$ cat src/rtl/alu_pkg.sv
// Shared ALU definitions: default widths, command encodings, operand-requirement table.
// Define ALU_MUL_EN to make arithmetic CMD 9/10 (multiplies) legal commands.
package alu_pkg;

  localparam int ALU_N = 8;
  localparam int ALU_M = 4;

  typedef enum logic [ALU_M-1:0] {
    A_ADD, A_SUB, A_ADD_CIN, A_SUB_CIN, A_INC_A, A_DEC_A, A_INC_B, A_DEC_B,
    A_CMP, A_MUL_INC, A_MUL_SHL
  } arith_cmd_e;

  typedef enum logic [ALU_M-1:0] {
    L_AND, L_NAND, L_OR, L_NOR, L_XOR, L_XNOR, L_NOT_A, L_NOT_B,
    L_SHR_A, L_SHL_A, L_SHR_B, L_SHL_B, L_ROL, L_ROR
  } logic_cmd_e;

  typedef struct packed {
    logic       legal;
    logic [1:0] need;   // bit0 = OPA required, bit1 = OPB required
  } op_req_t;

  typedef struct packed {
    logic cout;
    logic oflow;
    logic err;
    logic e;
    logic g;
    logic l;
  } alu_flags_t;

  function automatic op_req_t op_req(input logic mode, input logic [ALU_M-1:0] cmd);
    op_req_t r;
    r.legal = 1'b1;
    r.need  = 2'b11;
    if (mode) begin
      case (arith_cmd_e'(cmd))
        A_INC_A, A_DEC_A: r.need = 2'b01;
        A_INC_B, A_DEC_B: r.need = 2'b10;
        A_ADD, A_SUB, A_ADD_CIN, A_SUB_CIN, A_CMP: r.need = 2'b11;
`ifdef ALU_MUL_EN
        A_MUL_INC, A_MUL_SHL: r.need = 2'b11;
`endif
        default: r.legal = 1'b0;
      endcase
    end else begin
      case (logic_cmd_e'(cmd))
        L_NOT_A, L_SHR_A, L_SHL_A: r.need = 2'b01;
        L_NOT_B, L_SHR_B, L_SHL_B: r.need = 2'b10;
        L_AND, L_NAND, L_OR, L_NOR, L_XOR, L_XNOR, L_ROL, L_ROR: r.need = 2'b11;
        default: r.legal = 1'b0;
      endcase
    end
    return r;
  endfunction

endpackage

$ cat src/rtl/alu_mul_stage.sv
// Two-stage multiplier: captures pre-formed factors on start, product is ready the next enabled cycle.
// busy marks that following cycle; ce=0 freezes the captured factors and busy.
module alu_mul_stage #(
  parameter int N = 8
) (
  input  logic           clk,
  input  logic           rst,
  input  logic           ce,
  input  logic           start,
  input  logic           shl_mode,
  input  logic [N-1:0]   opa,
  input  logic [N-1:0]   opb,
  output logic           busy,
  output logic [2*N-1:0] prod
);

  logic [N:0] fa_q, fb_q;
  logic [N:0] fa_d, fb_d;
  logic [N:0] one_x;

  assign one_x = {{N{1'b0}}, 1'b1};
  assign fa_d  = shl_mode ? {opa, 1'b0} : ({1'b0, opa} + one_x);
  assign fb_d  = shl_mode ? {1'b0, opb} : ({1'b0, opb} + one_x);

  always_ff @(posedge clk or posedge rst) begin
    if (rst) begin
      busy <= 1'b0;
      fa_q <= '0;
      fb_q <= '0;
    end else if (ce) begin
      if (busy) begin
        busy <= 1'b0;
      end else if (start) begin
        busy <= 1'b1;
        fa_q <= fa_d;
        fb_q <= fb_d;
      end
    end
  end

  // Product kept modulo 2^(2N); the top only needs bits [2N-1:0].
  assign prod = {{(N-1){1'b0}}, fa_q} * {{(N-1){1'b0}}, fb_q};

endmodule

$ cat src/rtl/alu_modport.sv
// Registered N-bit ALU, 1-cycle latency; multiplies take 2 cycles and drop the command after them.
// Multiplier present only when ALU_MUL_EN is defined; otherwise arithmetic CMD 9/10 report ERR.
module alu_modport
  import alu_pkg::*;
#(
  parameter int N = ALU_N,
  parameter int M = ALU_M
) (
  input  logic         CLK,
  input  logic         RST,
  input  logic         CE,
  input  logic [1:0]   INP_VALID,
  input  logic         MODE,
  input  logic [M-1:0] CMD,
  input  logic         CIN,
  input  logic [N-1:0] OPA,
  input  logic [N-1:0] OPB,
  output logic [N:0]   RES,
  output logic         COUT,
  output logic         OFLOW,
  output logic         ERR,
  output logic         E,
  output logic         G,
  output logic         L
);

  localparam int SW = $clog2(N);
  localparam logic [SW:0] N_IDX = (SW+1)'(N);

  logic [N:0]     a_x, b_x, cin_x, one_x;
  logic [N:0]     nxt_res, res_q;
  logic [N-1:0]   lres;
  logic [2*N-1:0] dbl;
  logic [SW-1:0]  sh;
  logic [SW:0]    rol_idx;
  logic           rot_bad;
  logic           is_mul;
  logic           mul_busy;
  logic [2*N-1:0] mul_prod;
  alu_flags_t     nxt_flg, flg_q, mul_flg;
  op_req_t        req;

  assign a_x     = {1'b0, OPA};
  assign b_x     = {1'b0, OPB};
  assign cin_x   = {{N{1'b0}}, CIN};
  assign one_x   = {{N{1'b0}}, 1'b1};
  assign dbl     = {OPA, OPA};
  assign sh      = OPB[SW-1:0];
  assign rol_idx = N_IDX - {1'b0, sh};
  assign rot_bad = |OPB[N-1:SW];

`ifdef ALU_MUL_EN
  alu_mul_stage #(.N(N)) u_mul (
    .clk      (CLK),
    .rst      (RST),
    .ce       (CE),
    .start    (is_mul & ~mul_busy),
    .shl_mode (arith_cmd_e'(CMD) == A_MUL_SHL),
    .opa      (OPA),
    .opb      (OPB),
    .busy     (mul_busy),
    .prod     (mul_prod)
  );
`else
  assign mul_busy = 1'b0;
  assign mul_prod = '0;
`endif

  always_comb begin
    nxt_res = '0;
    nxt_flg = '0;
    lres    = '0;
    is_mul  = 1'b0;
    mul_flg = '0;
    mul_flg.oflow = |mul_prod[2*N-1:N+1];
    req     = op_req(MODE, CMD);
    if (!req.legal || ((INP_VALID & req.need) != req.need)) begin
      nxt_flg.err = 1'b1;
    end else if (MODE) begin
      case (arith_cmd_e'(CMD))
        A_ADD: begin
          nxt_res      = a_x + b_x;
          nxt_flg.cout = nxt_res[N];
        end
        A_SUB: begin
          nxt_res       = a_x - b_x;
          nxt_flg.oflow = (OPA < OPB);
        end
        A_ADD_CIN: begin
          nxt_res      = a_x + b_x + cin_x;
          nxt_flg.cout = nxt_res[N];
        end
        A_SUB_CIN: begin
          nxt_res       = a_x - b_x - cin_x;
          nxt_flg.oflow = (a_x < (b_x + cin_x));
        end
        A_INC_A: begin
          nxt_res      = a_x + one_x;
          nxt_flg.cout = nxt_res[N];
        end
        A_DEC_A: begin
          nxt_res       = a_x - one_x;
          nxt_flg.oflow = (OPA == '0);
        end
        A_INC_B: begin
          nxt_res      = b_x + one_x;
          nxt_flg.cout = nxt_res[N];
        end
        A_DEC_B: begin
          nxt_res       = b_x - one_x;
          nxt_flg.oflow = (OPB == '0);
        end
        A_CMP: begin
          nxt_flg.e = (OPA == OPB);
          nxt_flg.g = (OPA > OPB);
          nxt_flg.l = (OPA < OPB);
        end
`ifdef ALU_MUL_EN
        A_MUL_INC, A_MUL_SHL: is_mul = 1'b1;
`endif
        default: nxt_flg.err = 1'b1;
      endcase
    end else begin
      case (logic_cmd_e'(CMD))
        L_AND:   lres = OPA & OPB;
        L_NAND:  lres = ~(OPA & OPB);
        L_OR:    lres = OPA | OPB;
        L_NOR:   lres = ~(OPA | OPB);
        L_XOR:   lres = OPA ^ OPB;
        L_XNOR:  lres = ~(OPA ^ OPB);
        L_NOT_A: lres = ~OPA;
        L_NOT_B: lres = ~OPB;
        L_SHR_A: lres = OPA >> 1;
        L_SHL_A: lres = OPA << 1;
        L_SHR_B: lres = OPB >> 1;
        L_SHL_B: lres = OPB << 1;
        // Rotates read a window of {OPA,OPA}; out-of-range amounts are rejected.
        L_ROL: begin
          if (rot_bad) nxt_flg.err = 1'b1;
          else         lres = dbl[rol_idx +: N];
        end
        L_ROR: begin
          if (rot_bad) nxt_flg.err = 1'b1;
          else         lres = dbl[{1'b0, sh} +: N];
        end
        default: nxt_flg.err = 1'b1;
      endcase
      nxt_res = {1'b0, lres};
    end
  end

  // A finishing multiply owns the output cycle; a multiply issue leaves outputs untouched.
  always_ff @(posedge CLK or posedge RST) begin
    if (RST) begin
      res_q <= '0;
      flg_q <= '0;
    end else if (CE) begin
      if (mul_busy) begin
        res_q <= mul_prod[N:0];
        flg_q <= mul_flg;
      end else if (!is_mul) begin
        res_q <= nxt_res;
        flg_q <= nxt_flg;
      end
    end
  end

  assign RES   = res_q;
  assign COUT  = flg_q.cout;
  assign OFLOW = flg_q.oflow;
  assign ERR   = flg_q.err;
  assign E     = flg_q.e;
  assign G     = flg_q.g;
  assign L     = flg_q.l;

endmodule

$ cat config.mk
export PLATFORM = sky130hd
export DESIGN_NAME = alu_modport
export DESIGN_NICKNAME = d
export VERILOG_FILES = /design/src/rtl/alu_pkg.sv /design/src/rtl/alu_mul_stage.sv /design/src/rtl/alu_modport.sv
export SDC_FILE = /design/constraint.sdc
export NUM_CORES = 1
export LEC_CHECK = 0
export BUFFER_PORTS_ARGS = -buffer_cell sky130_fd_sc_hd__buf_2
export CAP_MARGIN = 25
export CORE_ASPECT_RATIO = 1.1
export CORE_UTILIZATION = 35
export CTS_CLUSTER_DIAMETER = 80
export DETAILED_ROUTE_END_ITERATION = 10
export GPL_TIMING_DRIVEN = 0
export PLACE_DENSITY_LB_ADDON = 0.05
export SYNTH_ARGS = -nofsm -noshare
export SYNTH_HDL_FRONTEND = slang
export SYNTH_SLANG_ARGS = --single-unit
export TNS_END_PERCENT = 100
$ cat constraint.sdc
create_clock -name CLK -period 1.4 [get_ports CLK]
set_input_delay 0.07 -clock CLK [delete_from_list [all_inputs] [get_ports CLK]]
set_output_delay 0.07 -clock CLK [all_outputs]
set_load 0.01 [all_outputs]
==> flow_summary.json, run 1 <==
{
  "fin_skew_ns": 0,
  "hold_path.class": "in -> reg",
  "status": "finished, violations left",
  "yosysSeqAreaShare_pct": 7.89,
  "yosysWarnings": 0,
  "register_area_um2": 375,
  "crit_arrival_ns": 2.59,
  "cp_max_fo": 7,
  "multi_input_area_um2": 4630,
  "worstSetupStartpointType": "input port",
  "drv_cap": 0,
  "fin_crit_ns": 2.47,
  "r2r_setup_slack_ns": -0.19,
  "synth_nets": 755,
  "cts_buffer_depth": 2,
  "dp_cells": 880,
  "setup_viol": 14,
  "syn_avg_cell_area_um2": 6.96,
  "slew_headroom_pct": 45.2,
  "cts_buffers": 3,
  "place.gp.congestion": 1.00,
  "peakVddDrop_v": 0.000344,
  "power_density_nw_per_um2": 553,
  "dieArea_um2": 14100,
  "synth_common_cells": "70 x nor2_1, 52 x a21oi_1, 44 x inv_1, 43 x ha_1, 42 x xnor2_1",
  "netlist_area_um2": 4750,
  "fmax_ghz": 0.405,
  "rows": 44,
  "fin_nets": 853,
  "grt_pass1_vias": 5665,
  "cts_root_buffer": "clkbuf_16",
  "port_buffers": 36,
  "ys.flop_type": "dfrtp_1",
  "worst_slack_ns": -1.07,
  "grtUsageTotal_pct": 32.9,
  "cp.required_ns": 1.52,
  "n_fill_cell": 1291,
  "synth_area_leaders": "ha_1 11%, dfrtp_1 7.9%, xnor2_1 7.7%",
  "worst_pin_slew_ns": 0.816,
  "clkSinkCount": 15,
  "ant_nets": 0,
  "grt_pass1_wl_um": 34900,
  "finalNonFillerCells": 941,
  "fp.dieH_um": 124,
  "async_reset_ff_share_pct": 100,
  "start_util_pct": 36.0,
  "n_antenna_cell": 0,
  "synth_most_common_cell": "nor2_1",
  "wl_um": 23800,
  "maxSlewViolCount": 0,
  "area_delta_synth_final_pct": 42.8,
  "via_per_inst": 6.52,
  "grt_overflow_total": 0,
  "hpwlAfterDp_um": 17800,
  "synth_top_cell_by_area": "ha_1",
  "ys_types": 71,
  "power.leakage_nw": 2.70,
  "crit_path_end_kind": "flop",
  "firstDrtPassIters": 8,
  "core-area_um2": 13200,
  "syn_inst": 683,
  "clk_pin_slew_ns": 0.05,
  "drc": 0,
  "vias": 6132,
  "drt_iter0_drc": 702,
  "violations": "negative setup slack",
  "whs_ns": 0.271,
  "rsz0062_at_grt": "yes",
  "synth-seq-cells": 15,
  "fin_crit_sh_pct": 176,
  "cts_tree": "built",
  "yosys.area.top_type_share_pct": 11.3,
  "hold_viol": 0,
  "io_pins": 42,
  "setup.worst_path.class": "in -> reg",
  "drive_gt1_share_pct": 34.4,
  "grt_max_degree": 16,
  "wire_per_inst_um": 25.3,
  "clkLatencyLatePin_ns": 0.24,
  "antenna_found_initial": 0,
  "ctsHtreeMaxLevel": 1,
  "die_x_um": 113,
  "synth_edf_count": 0
}
## worst max-delay path, cell delays in order
cell and delay [ns]:
buf_8 0.07, clkbuf_16 0.14, inv_8 0.03, clkbuf_16 0.14, ha_4 0.30, buf_12 0.14
nand3_2 0.08, o2111ai_2 0.24, xnor2_2 0.19, nand4_1 0.18, or3_1 0.36, a32oi_1 0.23
a21oi_2 0.12, a311o_1 0.28
## timing repair
action | in CTS | in global routing
buffers inserted | 45 | 13
resized for setup | 144 | 49
gates cloned | 1 | 0
pin swaps | 42 | 28
hold endpoints to repair | 15 | 0
endpoints found under the setup margin | 15 | 15
hold buffers | 1 | 0
## state kept, by name (all words and copies together) (netlist names)
signal	cells
COUT	1
G	1
RES	9
E	1
ERR	1
L	1
OFLOW	1
## cells by family (layout without fill, tap and decap cells)
logic type               Yosys count  in the layout  synth area share [%]
AND/OR/NAND/NOR                  219            219                  23.0
AO/OA/AOI/OAI                    219            219                  31.3
flip-flops                        15             15                  7.89
buffers and inverters            102            199                  8.84
XOR/XNOR                          50             50                  9.37
adder cells (fa/ha/maj)           45             45                  12.2
multiplexers                      33             33                  7.42
## layer usage
layer	track usage [%]	part of all wire, %
met5	0	0
met4	14.5	5.3
met2	53.7	46
met1	43.4	40
met3	3.71	9.5
## report_power, final
part	switching, mW	internal (mW)	leakage, nW	total (mW)
sequential	0.00887	0.453	0.203	0.461
clock	0.162	0.384	0.0382	0.546
combinational	1.56	1.19	2.46	2.75
## path summary, 6_finish.rpt
kind,from,to,depth (start not counted)
worst max-delay path,OPB[2],RES[7],14
worst min-delay path,CMD[2],L,4
worst max register to register,RES[6],RES[6],5
worst min register to register,L,L,2
max in group asynchronous,RST,RES[6],3
min in group asynchronous,RST,G,3
## layout make-up
| cell class | count | share of cell area, % |
|---|---|---|
| repair buffers | 96 | 10.8 |
| clock buffers | 4 | 1.16 |
| plain buffers | 52 | 7.80 |
| well taps | 161 | 2.97 |
| multi-input cells | 566 | 68.1 |
| inverters | 47 | 3.56 |
| flip-flops and latches | 15 | 5.53 |
## placed cells by master, fill, tap and decap left out, types with 6 or more instances in the layout
cell type | Yosys | routed
nor2_1 | 70 | 64
ha_1 | 43 | 31
clkbuf_1 | 28 | 9
clkbuf_2 | 0 | 6
dfrtp_1 | 15 | 15
clkbuf_16 | 0 | 10
nand2b_1 | 13 | 11
nor3_1 | 25 | 18
a21oi_1 | 52 | 43
nand2_1 | 34 | 30
o211ai_1 | 6 | 6
buf_4 | 2 | 60
mux2i_1 | 24 | 20
o21ai_1 | 3 | 7
mux2_2 | 8 | 7
or3_1 | 6 | 6
o32ai_1 | 9 | 7
xnor2_2 | 1 | 7
ha_4 | 0 | 10
and3_1 | 9 | 6
xnor2_1 | 42 | 35
nand3_1 | 23 | 21
o21ai_0 | 36 | 28
inv_2 | 1 | 6
nand4_1 | 7 | 7
o22ai_1 | 32 | 29
inv_1 | 44 | 30
xor2_1 | 7 | 6
buf_2 | 18 | 34
o221ai_1 | 8 | 7
a21oi_2 | 3 | 10
nor2b_1 | 9 | 6
buf_6 | 1 | 14
a211oi_1 | 11 | 6
## through the flow
stage	TNS [ns]	setup WS, ns	total power, mW	util, %	area (um2)
6_report	-9.56	-1.07	3.75	51.4	6790
5_1_grt	-10.56	-1.10	3.92	51.4	6790
3_5_place_dp	-18.85	-1.74	2.49	41.1	5430
3_3_place_gp	-19.00	-1.77	2.49	41.1	5430
2_1_floorplan	-7.66	-0.937	1.91	-	5050
4_1_cts	-9.58	-1.07	3.52	49.1	6490
Note: power is estimated with default switching activity, not from simulation.
==> run 2: changes to the inputs <==
--- a/config.mk
+++ b/config.mk
@@ -8,6 +8,7 @@
 export BUFFER_PORTS_ARGS = -buffer_cell sky130_fd_sc_hd__buf_2
 export CAP_MARGIN = 25
 export CORE_ASPECT_RATIO = 1.1
+export CORE_MARGIN = 5
 export CORE_UTILIZATION = 35
 export CTS_CLUSTER_DIAMETER = 80
 export DETAILED_ROUTE_END_ITERATION = 10
==> run 2 against run 1 <==
Via count down 0.51%. Sequential share of layout area is 0.19 points lower. Die area up 14%. Setup slack gained 0.026 ns. The run still ends with negative setup slack left. Non-clock buffer count shrank 1. Sequential power about the same. Hold slack lost 0.0044 ns.
==> flow_summary.json, run 2 (same netlist as run 1, synthesis figures left out) <==
{
  "worst_pin_slew_ns": 0.774,
  "cts_tree": "built",
  "cts_buffers": 3,
  "rr_startpoint": "RES[6]",
  "drt_iter0_drc": 632,
  "fp.dieH_um": 132,
  "port_buffers": 36,
  "fmax_ghz": 0.409,
  "grt_max_degree": 16,
  "rows": 44,
  "via_per_inst": 6.34,
  "hold_end": "ERR",
  "worstSetupStartpointType": "input port",
  "cp_max_fo": 7,
  "firstDrtPassIters": 6,
  "grt_pass1_wl_um": 36100,
  "reg2reg_depth": 5,
  "r2r_setup_slack_ns": -0.06,
  "violations": "negative setup slack",
  "dieArea_um2": 16000,
  "setup_viol": 14,
  "worst_slack_ns": -1.04,
  "drv_cap": 0,
  "setup_tns_ns": -9.94,
  "area_delta_synth_final_pct": 47.7,
  "antenna_found_initial": 0,
  "maxSlewViolCount": 0,
  "die_x_um": 121,
  "place.gp.congestion": 0.995,
  "final_common_cell": "nor2_1",
  "drc": 0,
  "io_pins": 42,
  "hold_viol": 0,
  "peakVddDrop_v": 0.000481,
  "dp_cells": 904,
  "post-route-util_pct": 52.9,
  "drive_gt1_share_pct": 35.9,
  "wire_per_inst_um": 25.6,
  "clk_pin_slew_ns": 0.05,
  "grtUsageTotal_pct": 29.3,
  "vias": 6101,
  "fin_crit_sh_pct": 174,
  "cts_buffer_depth": 2,
  "n_fill_cell": 1268,
  "rsz0062_at_grt": "yes",
  "clkSinkCount": 15,
  "start_util_pct": 35.8,
  "clkLatencyLatePin_ns": 0.24,
  "grt_overflow_total": 0,
  "crit_path_end_kind": "flop",
  "r2r-end": "RES[6]",
  "ctsHtreeMaxLevel": 1,
  "crit_arrival_ns": 2.57,
  "n_antenna_cell": 0,
  "slew_headroom_pct": 48.0,
  "largest_reg_flops": 9,
  "fin_skew_ns": 0,
  "power.leakage_nw": 2.76,
  "hold_path.class": "in -> reg",
  "status": "finished, violations left",
  "worstHoldPathCells": 4,
  "core-area_um2": 13300,
  "ant_nets": 0,
  "total_power_mw": 3.93,
  "wl_um": 24600,
  "grt_pass1_vias": 5735,
  "cts_root_buffer": "clkbuf_16",
  "finalNonFillerCells": 963,
  "hp-start": "INP_VALID[1]",
  "setup.worst_path.class": "in -> reg",
  "fin_nets": 852,
  "fin_crit_ns": 2.44,
  "hpwlAfterDp_um": 18600,
  "power_density_nw_per_um2": 560,
  "cp.required_ns": 1.52,
  "layout_common_cells": "62 x nor2_1, 54 x buf_4, 43 x a21oi_1"
}
## run 2: cell types whose count changed in the layout (fill, tap and decap cells not counted), sizes merged
| cell | before | now |
|---|---|---|
| inv | 42 | 40 |
| clkinv | 2 | 3 |
| clkbuf | 31 | 27 |
| buf | 120 | 122 |
| clkinvlp | 3 | 5 |
## run 2: worst max path at each step
stage | from | slack [ns] | to | cells after the start
floorplan | OPA[0] | -0.94 | RES[7] | 12
global placement | OPA[4] | -1.79 | OFLOW | 12
detailed placement | OPA[4] | -1.79 | OFLOW | 12
CTS | OPB[2] | -1.10 | RES[7] | 14
global route | OPB[2] | -1.14 | RES[7] | 14
finish | OPB[0] | -1.04 | RES[7] | 12
## run 2: per-stage QoR
step	cell area [um2]	hold WS [ns]	setup slack (ns)
global route	7020	0.307	-1.14
floorplan	5050	-0.0285	-0.937
detailed placement	5470	0.166	-1.79
global placement	5460	0.149	-1.79
CTS	6610	0.301	-1.10
finish	7020	0.267	-1.04
## run 2: critical path, stage by stage
cell and delay [ns]:
buf_8 0.12, ha_4 0.19, fa_2 0.34, buf_6 0.15, a211oi_4 0.31, o21ai_1 0.11
a21oi_2 0.17, xnor2_2 0.12, or3_1 0.37, a32oi_2 0.22, a21oi_2 0.11, a311o_1 0.28
## run 2: layout make-up
class | count | area, um2 | area share, %
Buffer | 51 | 552 | 7.86
Clock buffer | 3 | 75.1 | 1.07
Clock inverter | 1 | 5.00 | 0.0713
Inverter | 47 | 253 | 3.60
Multi-Input combinational cell | 566 | 4760 | 67.8
Sequential cell | 15 | 375 | 5.34
Tap cell | 184 | 230 | 3.28
Timing Repair Buffer | 96 | 773 | 11.0
## run 2: layer usage
layer / vias up / wire [um] / share of wire, % / GRT usage (%)
met2: 328 / 11500 / 47 / 49.0
li1: 2723 / - / - / -
met5: - / 0 / 0 / 0
met1: 2971 / 10200 / 41 / 39.4
met4: 0 / 1200 / 4.9 / 10.9
met3: 79 / 1760 / 7.1 / 2.15
## run 2: where the power goes
part / switching, mW / total [mW] / internal, mW
clock network: 0.177 / 0.559 / 0.381
registers: 0.00847 / 0.460 / 0.452
logic: 1.64 / 2.92 / 1.28
total: 1.83 / 3.93 / 2.11
## run 2: what timing repair did
item,in CTS,in global routing
gates cloned,1,0
pin swaps,45,44
resized for setup,164,84
hold buffers,1,0
hold endpoints to repair,15,0
setup endpoints to repair,15,15
setup buffers,43,15
==> run 3: changes to the inputs <==
--- a/config.mk
+++ b/config.mk
@@ -14,7 +14,8 @@
 export DETAILED_ROUTE_END_ITERATION = 10
 export GPL_TIMING_DRIVEN = 0
 export PLACE_DENSITY_LB_ADDON = 0.05
+export SLEW_MARGIN = 20
 export SYNTH_ARGS = -nofsm -noshare
 export SYNTH_HDL_FRONTEND = slang
 export SYNTH_SLANG_ARGS = --single-unit
-export TNS_END_PERCENT = 100
+export TNS_END_PERCENT = 5
==> run 3 against run 2 <==
The flow still finishes with violations (negative setup slack). Final cell count decreased by 1.9%. Setup slack worse by 0.0057 ns. First-iteration DRC count up 3.8%. Via count decreased by 2.5%. Highest routed layer unchanged.
==> flow_summary.json, run 3 (same netlist as run 1, synthesis figures left out) <==
{
  "ant_nets": 0,
  "fin_nets": 834,
  "final_common_cell": "nor2_1",
  "ctsHtreeMaxLevel": 1,
  "crit_path_end_kind": "flop",
  "drt_iter0_drc": 656,
  "clk_pin_slew_ns": 0.05,
  "setup_tns_ns": -11.28,
  "worst_slack_ns": -1.05,
  "grt_max_degree": 16,
  "fin_crit_sh_pct": 175,
  "whs_ns": 0.306,
  "drive_gt1_share_pct": 28.8,
  "grt_pass1_wl_um": 35200,
  "status": "finished, violations left",
  "p_clk_share_pct": 15.9,
  "dieArea_um2": 16000,
  "io_pins": 42,
  "violations": "negative setup slack",
  "rows": 44,
  "hpwlAfterDp_um": 18100,
  "port_buffers": 36,
  "worstSetupEndpoint": "RES[7]",
  "n_antenna_cell": 0,
  "grt_overflow_total": 0,
  "rr_startpoint": "RES[6]",
  "rsz0062_at_grt": "yes",
  "antenna_found_initial": 0,
  "r2r_setup_slack_ns": -0.11,
  "cts_tree": "built",
  "hold_viol": 0,
  "grt_pass1_vias": 5714,
  "p_int_mw": 1.89,
  "fin_skew_ns": 0,
  "vias": 5950,
  "cp.required_ns": 1.53,
  "drv_cap": 0,
  "wire_per_inst_um": 25.1,
  "worstHoldPathCells": 3,
  "setup.worst_path.class": "in -> reg",
  "largest_reg_flops": 9,
  "worstSetupStartpointType": "input port",
  "place.gp.congestion": 0.992,
  "peakVddDrop_v": 0.000359,
  "power_density_nw_per_um2": 558,
  "cts_buffer_depth": 2,
  "fp.dieH_um": 132,
  "power_frac_seq_pct": 12.9,
  "firstDrtPassIters": 5,
  "maxSlewViolCount": 0,
  "switching_power_mw": 1.68,
  "setup_viol": 15,
  "clkLatencyLatePin_ns": 0.25,
  "start_util_pct": 35.8,
  "fmax_ghz": 0.408,
  "drc": 0,
  "core-area_um2": 13300,
  "p_comb_share_pct": 71.2,
  "grtUsageTotal_pct": 28.5,
  "cts_buffers": 3,
  "critPathLaunch": "OPB[0]",
  "power.leakage_nw": 2.48,
  "fin_crit_ns": 2.45,
  "via_per_inst": 6.30,
  "area_delta_synth_final_pct": 34.6,
  "wl_um": 23700,
  "clkSinkCount": 15,
  "cp_max_fo": 7,
  "layout_common_cells": "66 x nor2_1, 48 x a21oi_1, 42 x buf_2",
  "post-route-util_pct": 48.2,
  "crit_arrival_ns": 2.58,
  "cts_root_buffer": "clkbuf_16",
  "hold_path.class": "in -> reg",
  "slew_headroom_pct": 41.7,
  "worst_pin_slew_ns": 0.867,
  "r2r-end": "RES[6]",
  "die_x_um": 121,
  "reg2reg_depth": 5,
  "swShare_pct": 47.1
}
run 3: changes by cell type in the layout (fill, tap and decap cells not counted), sizes merged:
cell / before / now
clkinvlp: 5 / 6
clkbuf: 27 / 30
buf: 122 / 101
clkinv: 3 / 2
run 3: routing by layer:
layer / vias up / GRT usage [%] / wire, um
met5: - / 0 / 0
met4: 0 / 12.3 / 1120
met3: 72 / 3.35 / 2040
met2: 352 / 46.0 / 10700
met1: 2850 / 38.0 / 9930
li1: 2676 / - / -
run 3: cell type report:
cell class | count | area [um2]
multi-input combinational | 566 | 4480
clock buffer | 3 | 75.1
tap | 184 | 230
buffer | 54 | 454
timing repair buffer | 75 | 541
clock inverter | 1 | 5.00
inverter | 47 | 234
sequential | 15 | 375
fill | 1343 | 6870
run 3: stage by stage:
stage	total power, mW	setup slack (ns)	instances	instance area, um2
6_report	3.57	-1.05	945	6400
5_1_grt	3.74	-1.14	945	6400
4_1_cts	3.37	-1.08	942	6190
3_5_place_dp	2.45	-1.83	904	5350
3_3_place_gp	2.45	-1.85	903	5350
2_1_floorplan	1.86	-0.944	683	4940
run 3: how the worst min path moves through the flow:
stage            startpoint  slack, ns  endpoint
6_report                 CE       0.31       ERR
2_1_floorplan           RST      -0.03      COUT
4_1_cts                  CE       0.31       ERR
3_3_place_gp            RST       0.14         E
5_1_grt        INP_VALID[0]       0.34       ERR
3_5_place_dp            RST       0.15         E
run 3: timing repair:
item                       in CTS  in global routing
hold buffers                    1                  0
resized for setup             104                 44
cloned                          0                  0
setup endpoints to repair      15                 15
pin swaps                      26                 23
hold endpoints to repair       15                  0
setup buffers                  33                  4
run 3: worst max-delay path, cell delays in order:
cell and delay, ns:
buf_4 0.15, ha_4 0.20, fa_2 0.34, buf_6 0.15, a211oi_4 0.24, nor2_2 0.10, nor2_4 0.19, nand4_1 0.13
or3_1 0.36, a32oi_1 0.24, a21oi_2 0.12, a311o_1 0.28
run 3: power by group through the flow:
stage          logic, mW  registers (mW)  clock network, mW
4_1_cts             2.34           0.462              0.569
2_1_floorplan       1.39           0.476                  0
5_1_grt             2.69           0.463              0.586
3_5_place_dp        1.98           0.469                  0
3_3_place_gp        1.98           0.467                  0
6_report            2.54           0.462              0.568
